## src/rtl/ip_fetch_pkg.sv

```systemverilog
// ---------------------------------------------------------------------------
// ip_fetch_pkg : shared constants, state encoding and helpers for ip_fetch
// Rev 1.0
// ---------------------------------------------------------------------------
`default_nettype none

package ip_fetch_pkg;

  localparam int IADDR_WIDTH  = 10;
  localparam int INSN_WIDTH   = 16;
  localparam int RESET_VECTOR = 0;
  localparam int STAT_WIDTH   = 16;

  typedef enum logic [0:0] {
    ST_REQ   = 1'b0,
    ST_VALID = 1'b1
  } state_e;

  function automatic logic [STAT_WIDTH-1:0] sat_inc(input logic [STAT_WIDTH-1:0] v);
    return (&v) ? v : v + STAT_WIDTH'(1);
  endfunction

endpackage

`default_nettype wire

```

## src/rtl/ip_fetch_if.sv

```systemverilog
// ---------------------------------------------------------------------------
// ip_fetch_if : fetch-stage bundle (IP select, instruction memory, downstream)
// Rev 1.0
// ---------------------------------------------------------------------------
`default_nettype none

interface ip_fetch_if #(
  parameter int IADDR_WIDTH = ip_fetch_pkg::IADDR_WIDTH,
  parameter int INSN_WIDTH  = ip_fetch_pkg::INSN_WIDTH
);
  import ip_fetch_pkg::*;

  logic [IADDR_WIDTH-1:0] IP;
  logic [IADDR_WIDTH-1:0] next_ip;
  logic [IADDR_WIDTH-1:0] imem_addr;
  logic                   imem_en;
  logic [INSN_WIDTH-1:0]  imem_rdata;
  logic [INSN_WIDTH-1:0]  insn;
  logic                   insn_valid;
  logic                   insn_ready;

  modport master (
    output IP, imem_addr, imem_en, insn, insn_valid,
    input  next_ip, imem_rdata, insn_ready
  );

  modport slave (
    input  IP, imem_addr, imem_en, insn, insn_valid,
    output next_ip, imem_rdata, insn_ready
  );

endinterface

`default_nettype wire

```

## src/rtl/ip_fetch_hold.sv

```systemverilog
// ---------------------------------------------------------------------------
// ip_fetch_hold : selects live memory data or a held copy during stalls
// Rev 1.0
// ---------------------------------------------------------------------------
`default_nettype none

module ip_fetch_hold #(
  parameter int INSN_WIDTH = ip_fetch_pkg::INSN_WIDTH
) (
  input  wire logic                  clk,
  input  wire logic                  reset,
  input  wire logic                  clear_i,
  input  wire logic                  capture_i,
  input  wire logic [INSN_WIDTH-1:0] rdata_i,
  output logic      [INSN_WIDTH-1:0] insn_o
);
  import ip_fetch_pkg::*;

  logic                  fresh_q, fresh_d;
  logic [INSN_WIDTH-1:0] insn_q, insn_d;

  // clear: next presented word comes straight from memory.
  // capture: freeze the live word once, later reads are speculative junk.
  always_comb begin
    fresh_d = fresh_q;
    insn_d  = insn_q;
    if (clear_i) begin
      fresh_d = 1'b1;
    end else if (capture_i && fresh_q) begin
      insn_d  = rdata_i;
      fresh_d = 1'b0;
    end
  end

  always_ff @(posedge clk) begin
    if (reset) begin
      fresh_q <= 1'b0;
      insn_q  <= '0;
    end else begin
      fresh_q <= fresh_d;
      insn_q  <= insn_d;
    end
  end

  assign insn_o = fresh_q ? rdata_i : insn_q;

endmodule

`default_nettype wire

```

## src/rtl/ip_fetch.sv

```systemverilog
// ---------------------------------------------------------------------------
// ip_fetch : instruction-fetch stage with IP+1 prefetch, one-bubble redirects
// Optional IP_FETCH_STATS_EN adds saturating accept/bubble counters. Rev 1.0
// ---------------------------------------------------------------------------
`default_nettype none

module ip_fetch #(
  parameter int IADDR_WIDTH  = ip_fetch_pkg::IADDR_WIDTH,
  parameter int INSN_WIDTH   = ip_fetch_pkg::INSN_WIDTH,
  parameter int RESET_VECTOR = ip_fetch_pkg::RESET_VECTOR
) (
  input  wire logic clk,
  input  wire logic reset,
  ip_fetch_if.master bus
`ifdef IP_FETCH_STATS_EN
  ,
  output logic [ip_fetch_pkg::STAT_WIDTH-1:0] stat_accepts,
  output logic [ip_fetch_pkg::STAT_WIDTH-1:0] stat_bubbles
`endif
);
  import ip_fetch_pkg::*;

  state_e                 state_q, state_d;
  logic [IADDR_WIDTH-1:0] ip_q, ip_d;
  logic [IADDR_WIDTH-1:0] w_ip_plus1;
  logic                   w_accept;
  logic                   w_seq_hit;
  logic [IADDR_WIDTH-1:0] w_imem_addr;
  logic                   w_imem_en;
  logic                   w_insn_valid;
  logic [INSN_WIDTH-1:0]  w_insn;

  assign w_ip_plus1 = ip_q + IADDR_WIDTH'(1);
  assign w_accept   = (state_q == ST_VALID) && bus.insn_ready;
  assign w_seq_hit  = (bus.next_ip == w_ip_plus1);

  always_ff @(posedge clk) begin
    if (reset) begin
      state_q <= ST_REQ;
      ip_q    <= IADDR_WIDTH'(RESET_VECTOR);
    end else begin
      state_q <= state_d;
      ip_q    <= ip_d;
    end
  end

  always_comb begin
    state_d = state_q;
    ip_d    = ip_q;
    case (state_q)
      ST_REQ:   state_d = ST_VALID;
      ST_VALID: begin
        if (w_accept) begin
          ip_d = bus.next_ip;
          // Any target other than the prefetched IP+1 (self-loop included) refetches.
          if (!w_seq_hit) state_d = ST_REQ;
        end
      end
      default:  state_d = ST_REQ;
    endcase
  end

  always_comb begin
    w_imem_addr  = ip_q;
    w_imem_en    = 1'b0;
    w_insn_valid = 1'b0;
    if (reset) begin
      w_imem_addr = IADDR_WIDTH'(RESET_VECTOR);
    end else begin
      case (state_q)
        ST_REQ: begin
          w_imem_addr = ip_q;
          w_imem_en   = 1'b1;
        end
        ST_VALID: begin
          w_imem_addr  = w_ip_plus1;
          w_imem_en    = 1'b1;
          w_insn_valid = 1'b1;
        end
        default: begin
          w_imem_addr = ip_q;
        end
      endcase
    end
  end

  ip_fetch_hold #(
    .INSN_WIDTH (INSN_WIDTH)
  ) u_hold (
    .clk       (clk),
    .reset     (reset),
    .clear_i   ((state_q == ST_REQ) || (w_accept && w_seq_hit)),
    .capture_i ((state_q == ST_VALID) && !bus.insn_ready),
    .rdata_i   (bus.imem_rdata),
    .insn_o    (w_insn)
  );

  assign bus.IP         = ip_q;
  assign bus.imem_addr  = w_imem_addr;
  assign bus.imem_en    = w_imem_en;
  assign bus.insn       = w_insn;
  assign bus.insn_valid = w_insn_valid;

`ifdef IP_FETCH_STATS_EN
  logic                  after_reset_q;
  logic [STAT_WIDTH-1:0] accepts_q;
  logic [STAT_WIDTH-1:0] bubbles_q;

  // The REQ right after reset is the cold start, not a bubble.
  always_ff @(posedge clk) begin
    if (reset) begin
      after_reset_q <= 1'b1;
      accepts_q     <= '0;
      bubbles_q     <= '0;
    end else begin
      after_reset_q <= 1'b0;
      if (w_accept) accepts_q <= sat_inc(accepts_q);
      if ((state_q == ST_REQ) && !after_reset_q) bubbles_q <= sat_inc(bubbles_q);
    end
  end

  assign stat_accepts = accepts_q;
  assign stat_bubbles = bubbles_q;
`endif

endmodule

`default_nettype wire

```

## src/flat_wrapper.sv

```systemverilog
// flat-port wrapper written by rule: the top's interface ports become plain ports
module ip_fetch_flat import ip_fetch_pkg::*;
#(
  parameter int IADDR_WIDTH  = ip_fetch_pkg::IADDR_WIDTH,
  parameter int INSN_WIDTH   = ip_fetch_pkg::INSN_WIDTH,
  parameter int RESET_VECTOR = ip_fetch_pkg::RESET_VECTOR
)
  (clk, reset, bus_IP, bus_imem_addr, bus_imem_en, bus_insn, bus_insn_valid, bus_next_ip, bus_imem_rdata, bus_insn_ready);
  ip_fetch_if #(.IADDR_WIDTH(IADDR_WIDTH), .INSN_WIDTH(INSN_WIDTH)) bus_i ();
  input  wire logic clk;
  input  wire logic reset;
  output wire logic [$bits(bus_i.IP)-1:0] bus_IP;
  output wire logic [$bits(bus_i.imem_addr)-1:0] bus_imem_addr;
  output wire logic [$bits(bus_i.imem_en)-1:0] bus_imem_en;
  output wire logic [$bits(bus_i.insn)-1:0] bus_insn;
  output wire logic [$bits(bus_i.insn_valid)-1:0] bus_insn_valid;
  input wire logic [$bits(bus_i.next_ip)-1:0] bus_next_ip;
  input wire logic [$bits(bus_i.imem_rdata)-1:0] bus_imem_rdata;
  input wire logic [$bits(bus_i.insn_ready)-1:0] bus_insn_ready;
  assign bus_IP = bus_i.IP;
  assign bus_imem_addr = bus_i.imem_addr;
  assign bus_imem_en = bus_i.imem_en;
  assign bus_insn = bus_i.insn;
  assign bus_insn_valid = bus_i.insn_valid;
  assign bus_i.next_ip = bus_next_ip;
  assign bus_i.imem_rdata = bus_imem_rdata;
  assign bus_i.insn_ready = bus_insn_ready;
  ip_fetch #(.IADDR_WIDTH(IADDR_WIDTH), .INSN_WIDTH(INSN_WIDTH), .RESET_VECTOR(RESET_VECTOR)) u_core (.clk(clk), .reset(reset), .bus(bus_i));
endmodule
```

## config.mk

```make
export PLATFORM = sky130hd
export DESIGN_NAME = ip_fetch_flat
export DESIGN_NICKNAME = d
export VERILOG_FILES = /design/src/rtl/ip_fetch_pkg.sv /design/src/rtl/ip_fetch_if.sv /design/src/rtl/ip_fetch_hold.sv /design/src/rtl/ip_fetch.sv /design/src/flat_wrapper.sv
export SDC_FILE = /design/constraint.sdc
export NUM_CORES = 1
export LEC_CHECK = 0
export CAP_MARGIN = 20
export CORE_AREA = 3 3 80 82
export DETAILED_ROUTE_END_ITERATION = 10
export DIE_AREA = 0 0 83 85
export HOLD_SLACK_MARGIN = 0.02
export PLACE_DENSITY = 0.57
export SYNTH_ARGS = -nofsm -noshare
export SYNTH_HDL_FRONTEND = slang
export SYNTH_SLANG_ARGS = --single-unit
```

## constraint.sdc

```tcl
create_clock -name clk -period 2.2 [get_ports clk]
set_clock_uncertainty 0.15 [all_clocks]
set_input_delay 0.22 -clock clk [delete_from_list [all_inputs] [get_ports clk]]
set_output_delay 0.22 -clock clk [all_outputs]
set_load 0.01 [all_outputs]
```

* After elaboration in Yosys (flattened, before gate mapping)
Cells that the tools add are included.
** Word-level totals
- Register bits after elaboration :: 28
- Word-level logic and storage cells :: 28
** Operators by class
- $add $sub $neg :: 1
- Reduce and logical (&&, ||, !) cells :: 9
- Mux-type cells :: 11
- Equal/unequal tests :: 1
- Bitwise logic cells :: 2
** Operators with widths (count)
- $pmux 10 s2 :: 1
- $mux 16 :: 1
- $add 10x1->10 const B :: 1
- $eq 10x10->1 :: 1
- $mux 10 :: 1
- $mux 1 :: 7
- $logic_and 1x1->1 :: 4
- $reduce_and 2->1 :: 2
- $not 1->1 :: 2
- $pmux 1 s2 :: 1
- $reduce_bool 2->1 :: 1
- $logic_not 1->1 :: 1
- $logic_or 1x1->1 :: 1

* Longest topological paths before layout
Gate-level depths: netlist (run 1).
- Depth after elaboration :: 6
- Depth in mapped cells :: 8
- Depth with buffers taken out :: 7

* Cells and area by module
From an unflattened synthesis (run 1), not the netlist that was laid out.
** Unflattened totals
- Cell total of the unflattened synthesis :: 224
- Area, all modules :: 1906.8 µm²
** By module, submodules not included
- ip_fetch_hold :: times used 1, area each 963.4 µm², cells each 92, seq. area each 340.3 µm²
- ip_fetch :: times used 1, area each 943.4 µm², cells each 132, seq. area each 220.2 µm²

* Least setup slack after synthesis (run 1)
No wires, ideal clock.
- Path type :: reg-to-reg
- From :: register u_core.ip_q[1] (netlist: u_core.bus.IP[1])
- To :: register u_core.u_hold.fresh_q
- Data arrival time :: 1.906 ns
- Clock period less this slack :: 2.144 ns
- Cell stages (with the launch flop) :: 9
- Data required time :: 1.962 ns
- Slack :: 0.056 ns
- Cells stage by stage :: dfxtp_1 > ha_1 > buf_2 > and4_2 > and2_1 > nor4b_1 > a311o_2 > o2111ai_2 > a311oi_2
** Between the ends
- Cells in the longest elaborated chain, start to end :: 5
** RTL lines
- start: declaration :: line ip_fetch.sv:24 : logic [IADDR_WIDTH-1:0] ip_q, ip_d;
- start signal: assignment :: line ip_fetch.sv:40 : ip_q <= IADDR_WIDTH'(RESET_VECTOR);
- start signal: assignment :: line ip_fetch.sv:43 : ip_q <= ip_d;
- $add 10x1->10 * :: line ip_fetch.sv:33 : assign w_ip_plus1 = ip_q + IADDR_WIDTH'(1);
- $eq 10x10->1 * :: line ip_fetch.sv:35 : assign w_seq_hit = (bus.next_ip == w_ip_plus1);
- $logic_and 1x1->1 * :: line ip_fetch.sv:92 : .clear_i ((state_q == ST_REQ) || (w_accept && w_seq_hit)),
- $logic_or 1x1->1 * :: line ip_fetch.sv:92
- $mux 1 / $reduce_bool 2->1 (equally long branches)
- end signal: assignment :: line ip_fetch_hold.sv:40 : fresh_q <= fresh_d;
- end: declaration :: line ip_fetch_hold.sv:19 : logic fresh_q, fresh_d;
Every way passes the cells marked *; elsewhere a longest branch is shown, timed or not.
A chain may end at the register's enable or synchronous reset.

* Worst setup path after layout (run 1)
- From :: register u_core.ip_q[1] (netlist: u_core.bus.IP[1])
- To :: output bus_imem_addr[8]
** Between the ends
- Cells in the longest elaborated chain, start to end :: 3
** RTL lines
- $add 10x1->10 :: line ip_fetch.sv:33
- $pmux 10 s2 :: line ip_fetch.sv:70 : case (state_q)
- $mux 10 :: line ip_fetch.sv:67 : if (reset) begin
- end: declaration :: line flat_wrapper.sv:13 : output wire logic [$bits(bus_i.imem_addr)-1:0] bus_imem_addr;
Every way passes these cells.

==> metrics.cfg, run 1 <==
[critical_path]
cp.depth=7
reg2reg_depth=7
cp-startpoint=u_core.bus.IP[1]
cp-end-kind=output port
r2r_start=u_core.bus.IP[0]
endpoint=bus_imem_addr[8]
crit_path_start_kind=flop
path_max_fanout=4
cpPeakStageDelay_ns=0.35
critPathKind=flop to output port
crit_arrival_ns=1.74
required_ns=1.83
r2r_end=u_core.u_hold.fresh_q
crit_family=simple AND/OR/NAND/NOR gates
path_cells=ha_2 > and4_4 > and2_4 > nand2_1 > xnor2_2 > nor2_1 > clkdlybuf4s15_1
rrSetupSlack_ns=0.14
critical_path_buf_inv_count=1
cp_slowest_cell=dfxtp_1

[timing]
fmax_ghz=0.475
hold_violations=0
setup_violations=0
finalSetupTns_ns=0
fin_ws_ns=0.0944
finalCritPeriodShare_pct=95.7
relSlewSlack_pct=63.6
slew_violations=0
worst_pin_slew_ns=0.545
min_period_ns=2.11
whs_ns=0.308

[cells_and_area]
nNetsFinal=326
fin_area_mm2=0.00263
diodes=0
drive_above_1_share_pct=16.6
final_util_pct=45.2
synthToLayoutAreaGrowth_pct=52.2
layout.cells.non_filler=370

[hold_path]
holdCritPathClass=flop to flop
min_from=u_core.u_hold.insn_q[7]

[drt]
postRouteAntennaNets=0
route.detailed.drc=0
drt-initial-drc-count=86
num_vias=1770
first_pass_iters=4
viasPerCell=4.78
wl_per_cell_um=12.9
wirelength_um=4760

[synth]
synth_seq_area_share_pct=32.5
synthSimpleGateAreaFrac_pct=26.1
synth.cell_area_mm2=0.00173
syn_inst=227
syn_area_per_cell_um2=7.61
synth_compound_area_share_pct=12.3
synth_xor_area_share_pct=11.7
synth_ff_type=dfxtp_1
ys_ff_latch=28
synth_fp_nets=257
synth-edff-count=0
synth_top_family_by_area=simple AND/OR/NAND/NOR gates
synthMuxAreaShare_pct=11.6
async_flop_share_pct=0
ys_warn_count=0
synthAdderAreaFrac_pct=0.725
yosysUniqueCellTypes=34

[global_route]
track_usage_pct=13.6
grt_pass1_wl_um=8110
antenna_found_initial=0
grt_pass1_vias=1743
gr-total-overflow=0
grt_max_degree=41

[power_and_ir_drop]
pwr_density_cell_mw_per_mm2=453
ir_worst_vdd_uv=194
finalPower_mw=1.19
power_leakage_nw=0.975

[cts]
cts-root-buf=clkbuf_8
cts_hold_buf=0
insertion_delay_ns=0.27
cts.sinks=28
cts_tree=yes
cts_setup_buffers=0
clkTransAtPathRegs_ns=0.10
cts_max_path_buffers=2
numCtsBuffers=3
htree_num_levels=1

[flow_run]
drv_cap=0

[placed_design]
place_area_mm2=0.00254
post-dp-hpwl_um=3480
place_worst_setup_slack_ns=0.0244
gp_congestion=0.793
port_buffers=66
place_inst=366

[floorplanning]
die_h_um=85
coreArea_mm2=0.00582
start_util_pct=29.7
pin_count=67
die_area_mm2=0.00706
fp-row-count=28
die_x_um=83

[status]
status=completed

==> power breakdown <==
group	internal [mW]	leakage, nW	switching, mW
logic	0.187	0.718	0.148
clock network	0.160	0.0288	0.157
registers	0.525	0.229	0.0123
==> registers in the layout (all words and copies together), names as in the netlist <==
| name | count |
|---|---|
| u_core.u_hold.insn_q | 16 |
| u_core.state_q | 1 |
| u_core.u_hold.fresh_q | 1 |
| u_core.bus.IP | 10 |
==> area by class of cell <==
cell class,instances,area [um2]
Fill cell,595,3190
Multi-Input combinational cell,178,1110
Timing Repair Buffer,82,793
Sequential cell,28,564
Tap cell,75,93.8
Clock buffer,4,55.1
Inverter,3,11.3
==> cells in the mapped netlist, types with 2 or more instances <==
cell type	instances	area, um2
nand2_1	60	225
a21oi_1	29	145
dfxtp_1	28	561
mux2_2	16	180
nor2_1	14	52.6
clkbuf_1	13	48.8
xor2_1	13	114
xnor2_1	10	87.6
nand4_1	6	37.5
nand3_1	5	25.0
and2_1	3	18.8
inv_1	3	11.3
buf_2	2	10.0
buf_4	2	15.0
mux2i_1	2	20.0
nor2b_1	2	12.5
o22ai_1	2	12.5
==> routing by layer <==
layer / wire, um / up-vias / share of wire, % / GRT usage, %
met1: 2100 / 808 / 44 / 16.4
met4: 14 / 0 / 0.29 / 2.23
met2: 2230 / 65 / 47 / 23.8
li1: - / 895 / - / -
met3: 424 / 2 / 8.9 / 4.66
met5: 0 / - / 0 / 0
==> logic make-up (layout without fill, tap and decap cells) <==
group | count (synthesis) | after routing
simple gates | 100 | 100
compound gates | 36 | 36
mux | 18 | 18
flops | 28 | 28
xor+xnor | 23 | 23
fa+ha+maj | 1 | 1
buf+inv | 21 | 89
==> worst register-to-register path, delay by kind of cell (launching register included) <==
family	cells	cell delay, ns
AO/OA/AOI/OAI	4	0.65
flip-flops	1	0.33
AND/OR/NAND/NOR	1	0.52
buffers and inverters	1	0.13
adder cells (fa/ha/maj)	1	0.18
==> timing repair <==
item,CTS,global route
resized for setup,7,12
pin swaps,0,3
setup endpoints to repair,6,5
endpoints found under the hold margin,0,0
==> how the worst min path moves through the flow <==
stage | end | slack (ns) | cells past startpoint
5_1_grt | u_core.u_hold.insn_q[12] | 0.33 | 2
6_report | u_core.u_hold.insn_q[7] | 0.31 | 2
4_1_cts | u_core.u_hold.insn_q[15] | 0.31 | 2
3_5_place_dp | u_core.u_hold.insn_q[15] | 0.30 | 2
3_3_place_gp | u_core.u_hold.insn_q[5] | 0.29 | 2
2_1_floorplan | u_core.u_hold.insn_q[0] | 0.21 | 2
==> placed cells by master, fill, tap and decap left out, drive strengths merged <==
master	count
a21oi	29
a311o	1
a311oi	1
a31oi	1
and2	3
and3	1
and4	1
buf	16
clkbuf	4
clkdlybuf4s15	1
clkdlybuf4s50	59
dfxtp	28
dlygate4sd2	5
dlymetal6s2s	1
ha	1
inv	3
mux2	16
mux2i	2
nand2	60
nand3	6
nand3b	1
nand4	6
nand4b	1
nor2	15
nor2b	2
nor3b	1
nor4	1
nor4b	1
o2111ai	1
o21a	1
o22ai	2
or4	1
xnor2	10
xor2	13
Note: power is estimated with default switching activity, not from simulation.
==> inputs of run 2 (changes only) <==
Settings changed: CTS_BUF_LIST from default to sky130_fd_sc_hd__clkbuf_2 sky130_fd_sc_hd__clkbuf_4 sky130_fd_sc_hd__clkbuf_8.
==> results of run 2 <==
Final layout, timing and power as in run 1 (identical DEF).
==> inputs of run 3 (changes only) <==
Settings changed: CORE_AREA 3 3 80 82 to 2 2 78 80, DIE_AREA 0 0 83 85 to 0 0 80 82, PLACE_DENSITY 0.57 to 0.58.
==> run 3 against run 2 <==
Global-route usage is 0.92 points higher. Die area decreased by 7.0%. First-iteration DRC count decreased by 12%. Fmax fell by 0.76%. Largest power group unchanged. Core utilization is essentially flat.
==> metrics.cfg, run 3 (synthesis results as in run 1) <==
[flow_run]
drv_cap=0  ; unchanged

[cells_and_area]
largest_reg_flops=16  ; unchanged
regArea_um2=566  ; +0.22%
final_cell_mix=nand2_1 (60), clkdlybuf4s50_1 (59), a21oi_1 (29)
fillCellCount=587  ; -1.3%
layout.cells.non_filler=371  ; +0.27%
diodes=0  ; unchanged
largest_register=u_core.u_hold.insn_q
multi_input_area_mm2=0.00108  ; -2.4%
synthToLayoutAreaGrowth_pct=50.4
drive_above_1_share_pct=16.6  ; -0.056 points
nNetsFinal=327  ; +0.31%
final_util_pct=45.2  ; about the same
final_common_cell=nand2_1

[cts]
cts_max_path_buffers=2  ; unchanged
insertion_delay_ns=0.27  ; about the same
cts.sinks=28  ; unchanged
clkTransAtPathRegs_ns=0.10  ; about the same
cts_tree=yes
cts-root-buf=clkbuf_8
htree_num_levels=1  ; unchanged
numCtsBuffers=3  ; unchanged

[timing]
rsz0062_at_grt=false
relSlewSlack_pct=62.9  ; -0.68 points
hold_violations=0  ; unchanged
worst_pin_slew_ns=0.555  ; +0.0102 ns
slew_violations=0  ; unchanged
min_period_ns=2.12  ; +0.0162 ns
setup_violations=0  ; unchanged
finalCritPeriodShare_pct=96.4  ; +0.74 points
fmax_ghz=0.471  ; -0.76%
finalSetupTns_ns=0  ; unchanged

[placed_design]
gp_congestion=0.824  ; +3.9%
place_inst=365  ; -0.27%
port_buffers=66  ; unchanged
post-dp-hpwl_um=3480  ; about the same

[drt]
postRouteAntennaNets=0  ; unchanged
route.detailed.drc=0  ; unchanged
num_vias=1733  ; -2.1%
first_pass_iters=4  ; unchanged
wirelength_um=4680  ; -1.8%
wl_per_cell_um=12.6  ; -2.1%
drt-initial-drc-count=76  ; -12%
viasPerCell=4.67  ; -2.4%

[critical_path]
path_cells=ha_1 > buf_4 > or4_1 > o22ai_1 > a311o_2 > o2111ai_2 > a311oi_2
cp-end-kind=flop
path_max_fanout=6  ; +2
cpPeakStageDelay_ns=0.53  ; +0.18 ns
r2r_start=u_core.bus.IP[0]
cp_slowest_cell=or4_1
required_ns=2.24  ; +0.41 ns
crit_arrival_ns=2.16  ; +0.42 ns
endpoint=u_core.u_hold.fresh_q
r2r_end=u_core.u_hold.fresh_q
critPathKind=flop to flop
reg2reg_depth=7  ; unchanged
cp-startpoint=u_core.bus.IP[0]
crit_path_start_kind=flop
rrSetupSlack_ns=0.08  ; -0.06 ns

[floorplanning]
coreArea_mm2=0.00575  ; -1.2%
pin_count=67  ; unchanged
die_x_um=80  ; -3.6%
die_area_mm2=0.00656  ; -7.0%
fp-row-count=28  ; unchanged
start_util_pct=30.1  ; +0.36 points
die_h_um=82  ; -3.5%

[power_and_ir_drop]
pwr-share-comb_pct=27.3  ; -0.9 points
p_switching_mw=0.317  ; about the same
pwr_density_cell_mw_per_mm2=457  ; +0.90%
p_clk_share_pct=27.1  ; +0.4 points
p_seq_share_pct=45.6  ; +0.4 points
p_int_mw=0.870  ; -0.32%
ir_worst_vdd_uv=293  ; +51%
power_leakage_nw=0.973  ; -0.23%
swShare_pct=26.7  ; +0.048 points

[global_route]
grt_pass1_vias=1680  ; -3.6%
grt_pass1_wl_um=7630  ; -5.9%
grt_max_degree=29  ; -29%
antenna_found_initial=0  ; unchanged
track_usage_pct=14.5  ; +0.92 points
gr-total-overflow=0  ; unchanged

[hold_path]
holdCritPathClass=flop to flop

[status]
status=completed

[run 3: cell type report]
type	instances	area share, %
repair buffers	83	30.3
flip-flops and latches	28	21.8
clock buffers	4	2.12
multi-input cells	178	41.7
well taps	75	3.61
inverters	3	0.434
[run 3: worst max-delay path, delay by kind of cell (launching register included)]
family	cells	cell delay [ns]
AO/OA/AOI/OAI	4	0.66
AND/OR/NAND/NOR	1	0.53
adder cells (fa/ha/maj)	1	0.20
buffers and inverters	1	0.16
flip-flops	1	0.34
[run 3: per-layer routing]
metal | part of all wire [%] | track usage (%)
met1 | 45 | 17.2
met2 | 46 | 26.0
met3 | 8.0 | 4.07
met4 | 0.73 | 3.05
met5 | 0 | 0
[run 3: power by group through the flow]
stage | logic, mW | registers, mW | clock network, mW
2_1_floorplan | 0.154 | 0.551 | 0
3_3_place_gp | 0.327 | 0.552 | 0
3_5_place_dp | 0.328 | 0.552 | 0
4_1_cts | 0.328 | 0.541 | 0.332
5_1_grt | 0.353 | 0.544 | 0.354
6_report | 0.324 | 0.541 | 0.321
[run 3: timing repair]
action | 4_1_cts | 5_1_grt
hold buffers | 0 | 0
setup buffers | 2 | 0
pin swaps | 1 | 3
setup endpoints to repair | 7 | 5
gates resized for setup | 9 | 8
[run 3: how the worst min path moves through the flow]
stage,slack (ns),end,from,depth (start not counted)
final,0.31,u_core.u_hold.insn_q[10],u_core.u_hold.insn_q[10],2
after global routing,0.32,u_core.u_hold.insn_q[2],u_core.u_hold.insn_q[2],2
after CTS,0.31,u_core.u_hold.insn_q[2],u_core.u_hold.insn_q[2],2
after detailed placement,0.30,u_core.u_hold.insn_q[12],u_core.u_hold.insn_q[12],2
after global placement,0.29,u_core.u_hold.insn_q[10],u_core.u_hold.insn_q[10],2
after floorplan,0.21,u_core.u_hold.insn_q[0],bus_imem_rdata[0],2
[run 3: stage by stage]
stage	power [mW]	cell area, um2	setup WS [ns]	hold slack (ns)
finish	1.19	2600	0.0782	0.311
global route	1.25	2600	0.0144	0.320
CTS	1.20	2600	0.0140	0.313
detailed placement	0.880	2530	0.00132	0.299
global placement	0.880	2530	0.0602	0.291
floorplan	0.705	1730	0.0562	0.206
